<file path="src/rtl/riscv_pkg.sv">
// -----------------------------------------------------------------------------
// riscv_pkg
// Purpose : architectural address type shared by front-end blocks.
// Ports   : none (package).
// -----------------------------------------------------------------------------
package riscv_pkg;

    localparam int unsigned VLEN = 32;

    typedef logic [VLEN-1:0] addr_t;

endpackage : riscv_pkg

</file>
<file path="src/rtl/tortoise_pkg.sv">
// -----------------------------------------------------------------------------
// tortoise_pkg
// Purpose : predictor-side types: instruction class, branch update payload and
//           the default depth of the branch update queue.
// Ports   : none (package).
// -----------------------------------------------------------------------------
package tortoise_pkg;

    import riscv_pkg::*;

    localparam int unsigned BRANCH_UPDATE_DEPTH = 8;

    typedef enum logic [1:0] {
        NO_BRANCH      = 2'd0,
        PREDICT_TAKEN  = 2'd1,
        DIRECT_JUMP    = 2'd2,
        PREDICT_TARGET = 2'd3
    } predict_t;

    // One resolved outcome destined for the BHT/BTB update port.
    typedef struct packed {
        addr_t    pc;
        addr_t    target;
        logic     taken;
        predict_t btype;
    } branch_update_t;

    // Only classes that train a predictor table are worth queueing.
    function automatic logic needs_table_update(input predict_t t);
        return (t == PREDICT_TAKEN) || (t == PREDICT_TARGET);
    endfunction

endpackage : tortoise_pkg

</file>
<file path="src/rtl/branch_update_fifo.sv">
// -----------------------------------------------------------------------------
// branch_update_fifo
// Purpose : multi-write / single-read circular buffer of branch updates.
//           Writes arrive pre-compacted: slot k lands at wptr+k.
// Ports   : clk_i, rst_i (sync, active-high), clr_i (flush),
//           wr_en_i/wr_data_i (NR_WR compacted writes), pop_i,
//           head_c (entry at rptr), free_c (slots usable this cycle,
//           counting a same-cycle pop), count_o, full_o (registered).
//           With BRANCH_UPDATE_COALESCE_EN: upd_en_i/upd_target_i/upd_taken_i
//           rewrite the newest entry, tail_c exposes it.
// -----------------------------------------------------------------------------
module branch_update_fifo
    import tortoise_pkg::*;
#(
    parameter int unsigned DEPTH = BRANCH_UPDATE_DEPTH,
    parameter int unsigned NR_WR = 2,
    localparam int unsigned PTR_W = $clog2(DEPTH),
    localparam int unsigned CNT_W = PTR_W + 1
) (
    input  logic                        clk_i,
    input  logic                        rst_i,
    input  logic                        clr_i,
    input  logic [NR_WR-1:0]            wr_en_i,
    input  branch_update_t [NR_WR-1:0]  wr_data_i,
    input  logic                        pop_i,
`ifdef BRANCH_UPDATE_COALESCE_EN
    input  logic                        upd_en_i,
    input  riscv_pkg::addr_t            upd_target_i,
    input  logic                        upd_taken_i,
    output branch_update_t              tail_c,
`endif
    output branch_update_t              head_c,
    output logic [CNT_W-1:0]            free_c,
    output logic [CNT_W-1:0]            count_o,
    output logic                        full_o
);

    branch_update_t   mem_q [DEPTH];
    branch_update_t   mem_d [DEPTH];
    logic [PTR_W-1:0] wptr_q, wptr_d;
    logic [PTR_W-1:0] rptr_q, rptr_d;
    logic [CNT_W-1:0] count_q, count_d;
    logic [CNT_W-1:0] n_push;
    logic             full_q, full_d;

    assign head_c  = mem_q[rptr_q];
    assign free_c  = CNT_W'(DEPTH) - count_q + CNT_W'(pop_i);
    assign count_o = count_q;
    assign full_o  = full_q;
`ifdef BRANCH_UPDATE_COALESCE_EN
    assign tail_c  = mem_q[wptr_q - PTR_W'(1)];
`endif

    // Next pointers, count and storage contents.
    always_comb begin
        mem_d   = mem_q;
        wptr_d  = wptr_q;
        rptr_d  = rptr_q;
        count_d = count_q;
        n_push  = '0;
        if (clr_i) begin
            wptr_d  = '0;
            rptr_d  = '0;
            count_d = '0;
        end else begin
`ifdef BRANCH_UPDATE_COALESCE_EN
            if (upd_en_i) begin
                mem_d[wptr_q - PTR_W'(1)].target = upd_target_i;
                mem_d[wptr_q - PTR_W'(1)].taken  = upd_taken_i;
            end
`endif
            for (int unsigned k = 0; k < NR_WR; k++) begin
                if (wr_en_i[k]) begin
                    mem_d[wptr_q + PTR_W'(k)] = wr_data_i[k];
                    n_push = n_push + CNT_W'(1);
                end
            end
            wptr_d = wptr_q + PTR_W'(n_push);
            if (pop_i) begin
                rptr_d = rptr_q + PTR_W'(1);
            end
            count_d = count_q + n_push - CNT_W'(pop_i);
        end
        full_d = (count_d == CNT_W'(DEPTH));
    end

    // Valid tracking is reset; entry storage is not.
    always_ff @(posedge clk_i) begin
        if (rst_i) begin
            wptr_q  <= '0;
            rptr_q  <= '0;
            count_q <= '0;
            full_q  <= 1'b0;
        end else begin
            wptr_q  <= wptr_d;
            rptr_q  <= rptr_d;
            count_q <= count_d;
            full_q  <= full_d;
        end
    end

    always_ff @(posedge clk_i) begin
        mem_q <= mem_d;
    end

endmodule : branch_update_fifo

</file>
<file path="src/rtl/branch_update_arbiter.sv">
// -----------------------------------------------------------------------------
// branch_update_arbiter
// Purpose : funnels resolved branch outcomes from NR_COMMIT commit ports into
//           the single predictor fallback update port (fb_*), one per cycle,
//           through a circular queue. Outcomes that train no table are dropped
//           at the door.
// Ports   : clk_i, rst_i (sync, active-high), flush_i, debug_mode_i,
//           cm_valid_i/cm_pc_i/cm_target_i/cm_taken_i/cm_type_i (per port),
//           fb_valid_o/fb_branch_pc_o/fb_target_addr_o/fb_branch_taken_o/
//           fb_type_o (registered update), full_o (registered),
//           drop_o (combinational: an eligible outcome found no slot).
// Config  : `define BRANCH_UPDATE_COALESCE_EN merges an input matching the
//           newest queued entry (pc and type) into that entry.
// -----------------------------------------------------------------------------
module branch_update_arbiter
    import riscv_pkg::*;
    import tortoise_pkg::*;
#(
    parameter int unsigned NR_COMMIT = 2,
    parameter int unsigned DEPTH     = BRANCH_UPDATE_DEPTH
) (
    input  logic                      clk_i,
    input  logic                      rst_i,
    input  logic                      flush_i,
    input  logic                      debug_mode_i,
    input  logic [NR_COMMIT-1:0]      cm_valid_i,
    input  addr_t [NR_COMMIT-1:0]     cm_pc_i,
    input  addr_t [NR_COMMIT-1:0]     cm_target_i,
    input  logic [NR_COMMIT-1:0]      cm_taken_i,
    input  predict_t [NR_COMMIT-1:0]  cm_type_i,
    output logic                      fb_valid_o,
    output addr_t                     fb_branch_pc_o,
    output addr_t                     fb_target_addr_o,
    output logic                      fb_branch_taken_o,
    output predict_t                  fb_type_o,
    output logic                      full_o,
    output logic                      drop_o
);

    localparam int unsigned PTR_W  = $clog2(DEPTH);
    localparam int unsigned CNT_W  = PTR_W + 1;
    localparam int unsigned SLOT_W = (NR_COMMIT > 1) ? $clog2(NR_COMMIT) : 1;

    typedef enum logic [1:0] {
        IDLE  = 2'd0,
        DRAIN = 2'd1,
        FLUSH = 2'd2
    } state_e;

    state_e                        state_q, state_d;
    logic                          fb_valid_q, fb_valid_d;
    addr_t                         fb_pc_q, fb_pc_d;
    addr_t                         fb_target_q, fb_target_d;
    logic                          fb_taken_q, fb_taken_d;
    predict_t                      fb_type_q, fb_type_d;

    logic                          pop_c;
    logic                          drop_c;
    logic [NR_COMMIT-1:0]          wr_en_c;
    branch_update_t [NR_COMMIT-1:0] wr_data_c;
    logic [CNT_W-1:0]              slot_c;
    logic [CNT_W-1:0]              count_next_c;
    logic                          elig_c;

    branch_update_t                head_c;
    logic [CNT_W-1:0]              free_c;
    logic [CNT_W-1:0]              count_q;
    logic                          full_q;

`ifdef BRANCH_UPDATE_COALESCE_EN
    branch_update_t                tail_c;
    logic                          tail_ok_c;
    logic                          upd_en_c;
    addr_t                         upd_target_c;
    logic                          upd_taken_c;
`endif

    branch_update_fifo #(
        .DEPTH (DEPTH),
        .NR_WR (NR_COMMIT)
    ) u_fifo (
        .clk_i        (clk_i),
        .rst_i        (rst_i),
        .clr_i        (flush_i),
        .wr_en_i      (wr_en_c),
        .wr_data_i    (wr_data_c),
        .pop_i        (pop_c),
`ifdef BRANCH_UPDATE_COALESCE_EN
        .upd_en_i     (upd_en_c),
        .upd_target_i (upd_target_c),
        .upd_taken_i  (upd_taken_c),
        .tail_c       (tail_c),
`endif
        .head_c       (head_c),
        .free_c       (free_c),
        .count_o      (count_q),
        .full_o       (full_q)
    );

    // Eligibility filter, slot compaction, drain decision and next state.
    always_comb begin
        state_d      = state_q;
        fb_valid_d   = 1'b0;
        fb_pc_d      = fb_pc_q;
        fb_target_d  = fb_target_q;
        fb_taken_d   = fb_taken_q;
        fb_type_d    = fb_type_q;
        pop_c        = 1'b0;
        drop_c       = 1'b0;
        wr_en_c      = '0;
        wr_data_c    = '0;
        slot_c       = '0;
        count_next_c = count_q;
        elig_c       = 1'b0;
`ifdef BRANCH_UPDATE_COALESCE_EN
        tail_ok_c    = 1'b0;
        upd_en_c     = 1'b0;
        upd_target_c = '0;
        upd_taken_c  = 1'b0;
`endif
        if (flush_i) begin
            state_d = FLUSH;
        end else begin
            pop_c = (state_q != FLUSH) && (count_q != '0);
            if (pop_c) begin
                fb_valid_d  = 1'b1;
                fb_pc_d     = head_c.pc;
                fb_target_d = head_c.target;
                fb_taken_d  = head_c.taken;
                fb_type_d   = head_c.btype;
            end
`ifdef BRANCH_UPDATE_COALESCE_EN
            // The newest entry is off-limits while it is leaving this cycle.
            tail_ok_c = (count_q != '0) && !((count_q == CNT_W'(1)) && pop_c);
`endif
            for (int unsigned i = 0; i < NR_COMMIT; i++) begin
                elig_c = cm_valid_i[i] && !debug_mode_i && needs_table_update(cm_type_i[i]);
`ifdef BRANCH_UPDATE_COALESCE_EN
                // Matches are against the pre-cycle tail; a later port wins.
                if (elig_c && tail_ok_c && (cm_pc_i[i] == tail_c.pc)
                        && (cm_type_i[i] == tail_c.btype)) begin
                    upd_en_c     = 1'b1;
                    upd_target_c = cm_target_i[i];
                    upd_taken_c  = cm_taken_i[i];
                    elig_c       = 1'b0;
                end
`endif
                if (elig_c) begin
                    if (slot_c < free_c) begin
                        wr_en_c[SLOT_W'(slot_c)]        = 1'b1;
                        wr_data_c[SLOT_W'(slot_c)].pc     = cm_pc_i[i];
                        wr_data_c[SLOT_W'(slot_c)].target = cm_target_i[i];
                        wr_data_c[SLOT_W'(slot_c)].taken  = cm_taken_i[i];
                        wr_data_c[SLOT_W'(slot_c)].btype  = cm_type_i[i];
                        slot_c = slot_c + CNT_W'(1);
                    end else begin
                        drop_c = 1'b1;
                    end
                end
            end
            count_next_c = count_q - CNT_W'(pop_c) + slot_c;
            state_d      = (count_next_c != '0) ? DRAIN : IDLE;
        end
    end

    // State and registered update port.
    always_ff @(posedge clk_i) begin
        if (rst_i) begin
            state_q     <= IDLE;
            fb_valid_q  <= 1'b0;
            fb_pc_q     <= '0;
            fb_target_q <= '0;
            fb_taken_q  <= 1'b0;
            fb_type_q   <= NO_BRANCH;
        end else begin
            state_q     <= state_d;
            fb_valid_q  <= fb_valid_d;
            fb_pc_q     <= fb_pc_d;
            fb_target_q <= fb_target_d;
            fb_taken_q  <= fb_taken_d;
            fb_type_q   <= fb_type_d;
        end
    end

    assign fb_valid_o        = fb_valid_q;
    assign fb_branch_pc_o    = fb_pc_q;
    assign fb_target_addr_o  = fb_target_q;
    assign fb_branch_taken_o = fb_taken_q;
    assign fb_type_o         = fb_type_q;
    assign full_o            = full_q;
    assign drop_o            = drop_c;

endmodule : branch_update_arbiter

</file>
<file path="config.mk">
export PLATFORM = sky130hd
export DESIGN_NAME = branch_update_arbiter
export DESIGN_NICKNAME = d
export VERILOG_FILES = /design/src/rtl/riscv_pkg.sv /design/src/rtl/tortoise_pkg.sv /design/src/rtl/branch_update_fifo.sv /design/src/rtl/branch_update_arbiter.sv
export SDC_FILE = /design/constraint.sdc
export NUM_CORES = 2
export LEC_CHECK = 0
export ABC_CLOCK_PERIOD_IN_PS = 18300
export BUFFER_PORTS_ARGS = -buffer_cell sky130_fd_sc_hd__buf_2
export CAP_MARGIN = 20
export CELL_PAD_IN_SITES_DETAIL_PLACEMENT = 1
export CELL_PAD_IN_SITES_GLOBAL_PLACEMENT = 1
export CORE_UTILIZATION = 50
export CTS_CLUSTER_DIAMETER = 100
export DETAILED_ROUTE_END_ITERATION = 12
export HOLD_SLACK_MARGIN = 0.02
export PLACE_DENSITY_LB_ADDON = 0.1
export SLEW_MARGIN = 20
export SYNTH_ARGS = -nofsm -noshare
export SYNTH_HDL_FRONTEND = slang
export SYNTH_SLANG_ARGS = --single-unit
</file>
<file path="constraint.sdc">
create_clock -name clk_i -period 18.3 [get_ports clk_i]
set_input_delay 0.915 -clock clk_i [delete_from_list [all_inputs] [get_ports clk_i]]
set_output_delay 0.915 -clock clk_i [all_outputs]
set_load 0.02 [all_outputs]
</file>
# Word-level counts from Yosys, hierarchy flattened
# Index checks and enable logic that the tools add are counted.
[op_classes] addsub=11 multipliers=0 div_mod_pow=0 n_lt_le_gt_ge=9 n_eq_ne=6 n_shift=0 muxes=58 bitwise_logic=5 reduce_logical=15
[op_table] op="$mux W536" count=3
[op_table] op="$bwmux W536" count=2
[op_table] op="$bwmux W134" count=4
[op_table] op="$mux W67" count=8
[op_table] op="$demux W67 S3" count=2
[op_table] op="$mux W134" count=3
[op_table] op="$demux W67 S1" count=4
[op_table] op="$bmux W67 S3" count=1
[op_table] op="$mux W35" count=1
[op_table] op="$mux W4" count=8
[op_table] op="$mux W1" count=15
[op_table] op="$ge A4 B4 Y1 const B" count=3
[op_table] op="$not A3 Y4" count=3
[op_table] op="$mux W2" count=5
[op_table] op="$add A4 B1 Y4 const B" count=2
[op_table] op="$add A4 B4 Y4" count=2
[op_table] op="$logic_and A1 B1 Y1" count=8
[op_table] op="$lt A4 B1 Y1 const B" count=2
[op_table] op="$reduce_bool A4 Y1" count=2
[op_table] op="$sub A4 B1 Y4" count=2
[op_table] op="$add A3 B1 Y3 const B" count=2
[op_table] op="$add A4 B1 Y4" count=1
[op_table] op="$eq A2 B1 Y1 const B" count=2
[op_table] op="$eq A2 B2 Y1 const B" count=2
[op_table] op="16 further kinds" count=17
[word_totals] ff_bits=617 latchBits=0 ramBits=0 rom_bits=0 in_bits=140 out_inout_bits=70 word_cells=147 memories=0

# Depth between registers and ports, before layout
[logic_depth] depth_word=25 depth_mapped=26 ltp_nobuf=24

# Modules after synthesis
# A second synthesis with hierarchy kept.
[unflattened] hier_cells=2635 area_unflattened_um2=38351.8
[modules_own_cells] mod="branch_update_fifo" instances=1 cells_per_inst=2051 area_each_um2=33487.1 seq_area_each_um2=16315.6
[modules_own_cells] mod="branch_update_arbiter" instances=1 cells_per_inst=584 area_each_um2=4864.7 seq_area_each_um2=1401.3

# Worst setup path before layout
# No wires, ideal clock.
[synth_timing] path_kind="input-to-reg" startpoint="input port flush_i" endpoint="register u_fifo.full_q, in the netlist u_fifo.full_o" setup_time_ns=0.130 t_arrival_ns=16.143 required_time_ns=18.170 slack_ns=2.027 stages=24 path_buffers=2 cell_sequence="inv_1 > nand2_1 > ha_1 > inv_1 > ha_1 > nand2b_1 > o32ai_4 > buf_6 > and2_1 > o21ai_0 > inv_1 > ha_1 > nand2b_1 > buf_4 > o21ai_0 > ha_1 > inv_1 > ha_1 > inv_1 > ha_1 > a21o_1 > a21oi_1 > xnor2_1 > nor3_1"
[synth_via] elab_chain_len=23 word_cells_on_any_way=28 cone_classes="add/sub: 4; order compare: 4; eq/ne: 1; mux: 17; bitwise: 1; reduce/logical: 1"
[synth_lines] element="start: declaration" line_no="branch_update_arbiter.sv:24" text="input logic flush_i,"
[synth_lines] element="$mux W1" line_no="branch_update_arbiter.sv:121" text="if (flush_i) begin"
[synth_lines] element="$add A4 B1 Y4" line_no="branch_update_fifo.sv:47" text="assign free_c = CNT_W'(DEPTH) - count_q + CNT_W'(pop_i);"
[synth_lines] element="$lt A1 B4 Y1" line_no="branch_update_arbiter.sv:149" text="if (slot_c < free_c) begin"
[synth_lines] element="$mux W1" line_no="branch_update_arbiter.sv:149"
[synth_lines] element="$mux W1" line_no="branch_update_arbiter.sv:148" text="if (elig_c) begin"
[synth_lines] element="$mux W4" line_no="branch_update_arbiter.sv:121"
[synth_lines] element="$lt A1 B2 Y1 (implied by the code) / $ge A1 B1 Y1 (equally long branches)" line_no="branch_update_arbiter.sv:150" text="wr_en_c[SLOT_W'(slot_c)] = 1'b1;"
[synth_lines] element="$logic_and A1 B1 Y1 (implied by the code)" line_no="branch_update_arbiter.sv:150"
[synth_lines] element="[... 7 more ...]"
[synth_lines] element="$mux W4" line_no="branch_update_fifo.sv:61" text="if (clr_i) begin"
[synth_lines] element="$add A4 B1 Y4" line_no="branch_update_fifo.sv:75" text="n_push = n_push + CNT_W'(1);"
[synth_lines] element="$mux W4" line_no="branch_update_fifo.sv:73" text="if (wr_en_i[k]) begin"
[synth_lines] element="$mux W4" line_no="branch_update_fifo.sv:61"
[synth_lines] element="$add A4 B4 Y4" line_no="branch_update_fifo.sv:82" text="count_d = count_q + n_push - CNT_W'(pop_i);"
[synth_lines] element="$sub A4 B1 Y4" line_no="branch_update_fifo.sv:82"
[synth_lines] element="$mux W4 *" line_no="branch_update_fifo.sv:61"
[synth_lines] element="$eq A4 B4 Y1 *" line_no="branch_update_fifo.sv:84" text="full_d = (count_d == CNT_W'(DEPTH));"
[synth_lines] element="end signal: assignment" line_no="branch_update_fifo.sv:98" text="full_q <= full_d;"
[synth_lines] element="end: declaration" line_no="branch_update_fifo.sv:44" text="logic full_q, full_d;"
# Every way passes the cells marked *; elsewhere a longest branch is shown, timed or not. The select of a mux whose other input is x is not followed.
# A chain may end at the register's enable or synchronous reset.

# Final worst setup path
[layout_timing] startpoint="input port flush_i" endpoint="register u_fifo.mem_q[397] in the netlist's numbering, data pin"
[layout_via] elab_chain_len=22 word_cells_on_any_way=39 cone_classes="add/sub: 1; order compare: 4; mux: 32; bitwise: 1; reduce/logical: 1"
[layout_lines] element="$mux W1" line_no="branch_update_arbiter.sv:121"
[layout_lines] element="$add A4 B1 Y4" line_no="branch_update_fifo.sv:47"
[layout_lines] element="$lt A1 B4 Y1" line_no="branch_update_arbiter.sv:149"
[layout_lines] element="$mux W1" line_no="branch_update_arbiter.sv:149"
[layout_lines] element="$mux W1" line_no="branch_update_arbiter.sv:148"
[layout_lines] element="$mux W4" line_no="branch_update_arbiter.sv:121"
[layout_lines] element="$lt A1 B2 Y1 (implied by the code) / $ge A1 B1 Y1 (equally long branches)" line_no="branch_update_arbiter.sv:150, branch_update_arbiter.sv:151"
[layout_lines] element="$logic_and A1 B1 Y1 (implied by the code)" line_no="branch_update_arbiter.sv:150, branch_update_arbiter.sv:151"
[layout_lines] element="[... 6 more ...]"
[layout_lines] element="$mux W134" line_no="branch_update_arbiter.sv:149"
[layout_lines] element="$mux W134" line_no="branch_update_arbiter.sv:148"
[layout_lines] element="$mux W134" line_no="branch_update_arbiter.sv:121"
[layout_lines] element="$bwmux W536" line_no="branch_update_fifo.sv:74" text="mem_d[wptr_q + PTR_W'(k)] = wr_data_i[k];"
[layout_lines] element="$mux W536" line_no="branch_update_fifo.sv:73"
[layout_lines] element="$mux W536" line_no="branch_update_fifo.sv:61"
[layout_lines] element="$bwmux W536" line_no="branch_update_fifo.sv:74"
[layout_lines] element="$mux W536 *" line_no="branch_update_fifo.sv:73"
[layout_lines] element="end signal: assignment" line_no="branch_update_fifo.sv:103" text="mem_q <= mem_d;"
[layout_lines] element="end: declaration" line_no="branch_update_fifo.sv:38" text="branch_update_t mem_q [DEPTH];"
# Marked as above.

==> flow_summary.yaml <==
status:
  status: "completed"
final_layout:
  final_common_cell: "edfxtp_1"
  post_route_cells_drive_above_1_share_pct: 19.76
  final_cell_mix: "536 x edfxtp_1, 510 x nor3_1, 480 x a221o_1"
  multi_input_area_sq_mm: 0.01452
  post-route-util_pct: 55.68
  final-seq-area_sq_mm: 0.01773
  nFillCells: 6684
  syn2layout_area_growth_pct: 10.29
  layout.cells.non_filler: 3594
  final_net_count: 2825
place:
  port_buffers: 209
  gp_congestion: 0.8219
  dp_hpwl_mm: 64.45
  pre_cts_ws_ps: 10720
  dp.cells: 3460
synth:
  syn_nets: 2863
  synth_edf_count: 536
  yosys_warnings: 0
  synth_top_cell_by_area: "edfxtp_1"
  synth_area_leaders: "edfxtp_1 48%, a221o_1 14%, mux4_2 8.9%"
  ys_ff_latch: 617
  syn_inst: 2701
  synth_area_per_cell_sq_um: 12.53
  synthDistinctLibCells: 55
  ys_seq_area_share_pct: 52.35
  yosysTopAreaCellShare_pct: 47.55
  netlist_area_sq_mm: 0.03385
  synthFlopType: "edfxtp_1"
  synth-async-reset-ratio_pct: 0
timing:
  hold_viol: 0
  drv_slew: 0
  hold_slack_ps: 497.3
  max_freq_mhz: 141.6
  layout_setup_ws_ps: 11240
  period_share_pct: 38.60
  tns_ps: 0
  min_period_ps: 7063
  tightest_slew_ps: 1188
  finClkSkew_ps: 17.05
  maxSlewHeadroom_pct: 20.78
  rsz0062_at_grt: "no"
  timing.final.setup_violations: 0
grt:
  grt-ovfl-total: 0
  antenna_found_initial: 9
  grt_max_degree: 136
  grt_pass1_vias: 28200
  grt_pass1_wl_mm: 181.4
  grt_usage_pct: 34.97
clocking:
  clock-sinks: 617
  htreeDepth: 3
  clkTransAtPathRegs_ps: 60
  cts_made_buffers: 72
  cts_buffer_depth: 3
  cts_setup_buffers: 0
  cts_tree: "yes"
  cts.repair.resized: 0
  holdBufCountCts: 0
  clock_latency_ps: 610
  cts_root_buffer: "clkbuf_16"
critical_path:
  cpMostUsedCell: "ha_1"
  cp.required_ps: 18650
  max_stage_delay_ps: 860
  cp_max_fo: 135
  crit_path_end_kind: "flip-flop"
  cpMaxStageDelayCell: "o32ai_4"
  path_cells: "buf_2, inv_8, nand2_1, ha_1, inv_1, ha_1, nand2b_1, o32ai_4, and2_1, nor2b_1, inv_1, ha_1, nand2b_1, a221o_4, buf_4, buf_4, nor3_1, a221o_1"
  startpoint_type: "primary input"
  arrival_ps: 7410
  crit_family: "buffers and inverters"
  rrSetupSlack_ps: 11450
  cp_num_buf_inv: 6
  criticalPathCategory: "in -> reg"
floorplan:
  die_height_um: 262.2
  core_area_sq_mm: 0.06704
  start_util_pct: 50.49
  fp.dieW_um: 262.2
  num_rows: 95
  dieArea_sq_mm: 0.06874
  ios: 210
flow_run:
  max-cap-violations: 0
detailed_routing:
  vias_per_cell: 7.655
  drc: 0
  drt-total-wl_mm: 121.0
  routedWlPerCell_um: 33.67
  antenna_left: 0
  drt-initial-drc-count: 3326
  dr.pass1.iters: 8
  vias: 27510
min_path:
  hold_class: "reg -> reg"
power_and_ir_drop:
  ir_drop_uv: 75.41
  powerDensity_mw_per_mm2: 99.22
  leakage_nw: 11.89
## per-layer routing
metal	vias to the layer above	track usage, %	wire length (um)
li1	11240	-	-
met2	1671	57.16	58730
met1	14310	46.41	46710
met4	6	14.55	4252
met5	-	0	46
met3	284	5.662	11280
## cell usage after synthesis (4+ instances only)
| library cell | n |
|---|---|
| a211oi_1 | 68 |
| a22oi_1 | 66 |
| mux4_2 | 134 |
| inv_1 | 44 |
| nand2b_1 | 4 |
| a221o_1 | 482 |
| nand4b_1 | 4 |
| nor2b_1 | 5 |
| o21ai_0 | 6 |
| buf_1 | 61 |
| mux2i_1 | 68 |
| nor2_1 | 97 |
| xnor2_1 | 6 |
| nor3_1 | 510 |
| nand2_1 | 29 |
| a21oi_2 | 4 |
| buf_6 | 9 |
| a2111oi_2 | 6 |
| clkbuf_1 | 198 |
| edfxtp_1 | 536 |
| a32oi_1 | 6 |
| a211o_1 | 33 |
| buf_4 | 4 |
| a21oi_1 | 5 |
| o211ai_1 | 16 |
| and2_1 | 35 |
| dfxtp_1 | 81 |
| or3_1 | 16 |
| buf_2 | 106 |
| ha_1 | 19 |
## where the power goes
group	internal (W)	switching (W)	leakage, nW	total, W
Clock	0.000842	0.000608	1.12	0.00145
Sequential	0.00165	0.0000679	5.92	0.00172
Combinational	0.000218	0.000317	4.86	0.000535
## flip-flops by register name (all words and copies together) (netlist names)
name,count
u_fifo.rptr_q,3
fb_type_o,2
fb_branch_pc_o,32
fb_target_addr_o,32
state_q,2
u_fifo.count_o,4
fb_valid_o,1
u_fifo.wptr_q,3
fb_branch_taken_o,1
u_fifo.mem_q,536
u_fifo.full_o,1
## worst register-to-register path, cell delays in order, from the launching register on
cell,delay [ps]
dfxtp_1,320
inv_1,120
ha_1,230
a21oi_1,410
nand2_1,240
ha_1,350
inv_1,70
ha_1,170
nand2b_1,110
o32ai_4,860
and2_1,310
nor2b_1,80
inv_1,80
ha_1,150
nand2b_1,400
a221o_4,590
buf_4,690
buf_4,890
nor3_1,190
a221o_1,320
## worst paths after layout
path | cells past startpoint | start | end
max | 18 | flush_i | u_fifo.mem_q[397]
min | 2 | fb_target_addr_o[4] | fb_target_addr_o[4]
max reg2reg | 19 | u_fifo.count_o[2] | u_fifo.mem_q[397]
min reg2reg | 2 | fb_target_addr_o[4] | fb_target_addr_o[4]
## kinds of logic (layout without fill, tap and decap cells)
group,after synthesis,after routing,share of synthesized area (%)
compound gates,713,713,19.75
xor+xnor,9,9,0.2329
other cells,0,4,0
mux,202,202,10.93
fa+ha+maj,23,23,0.9094
simple gates,714,714,10.51
buf+inv,423,439,5.327
flops,617,617,52.35
## stage by stage
stage,cell area (sq um),total power (W)
finish,37330,0.003704
global route,37330,0.003816
CTS,37260,0.003708
detailed placement,34980,0.002275
global placement,34980,0.002247
floorplan,33850,0.002127
## cell type report
cell class                      instances  area share [%]
Inverter                               45          0.4793
Clock inverter                         34          0.8212
Multi-Input combinational cell       1661           38.89
Tap cell                              873           2.926
Antenna cell                            4         0.02682
Clock buffer                           94           5.293
Sequential cell                       617           47.49
Timing Repair Buffer                  266           4.073
(Power assumes the default switching activity.)
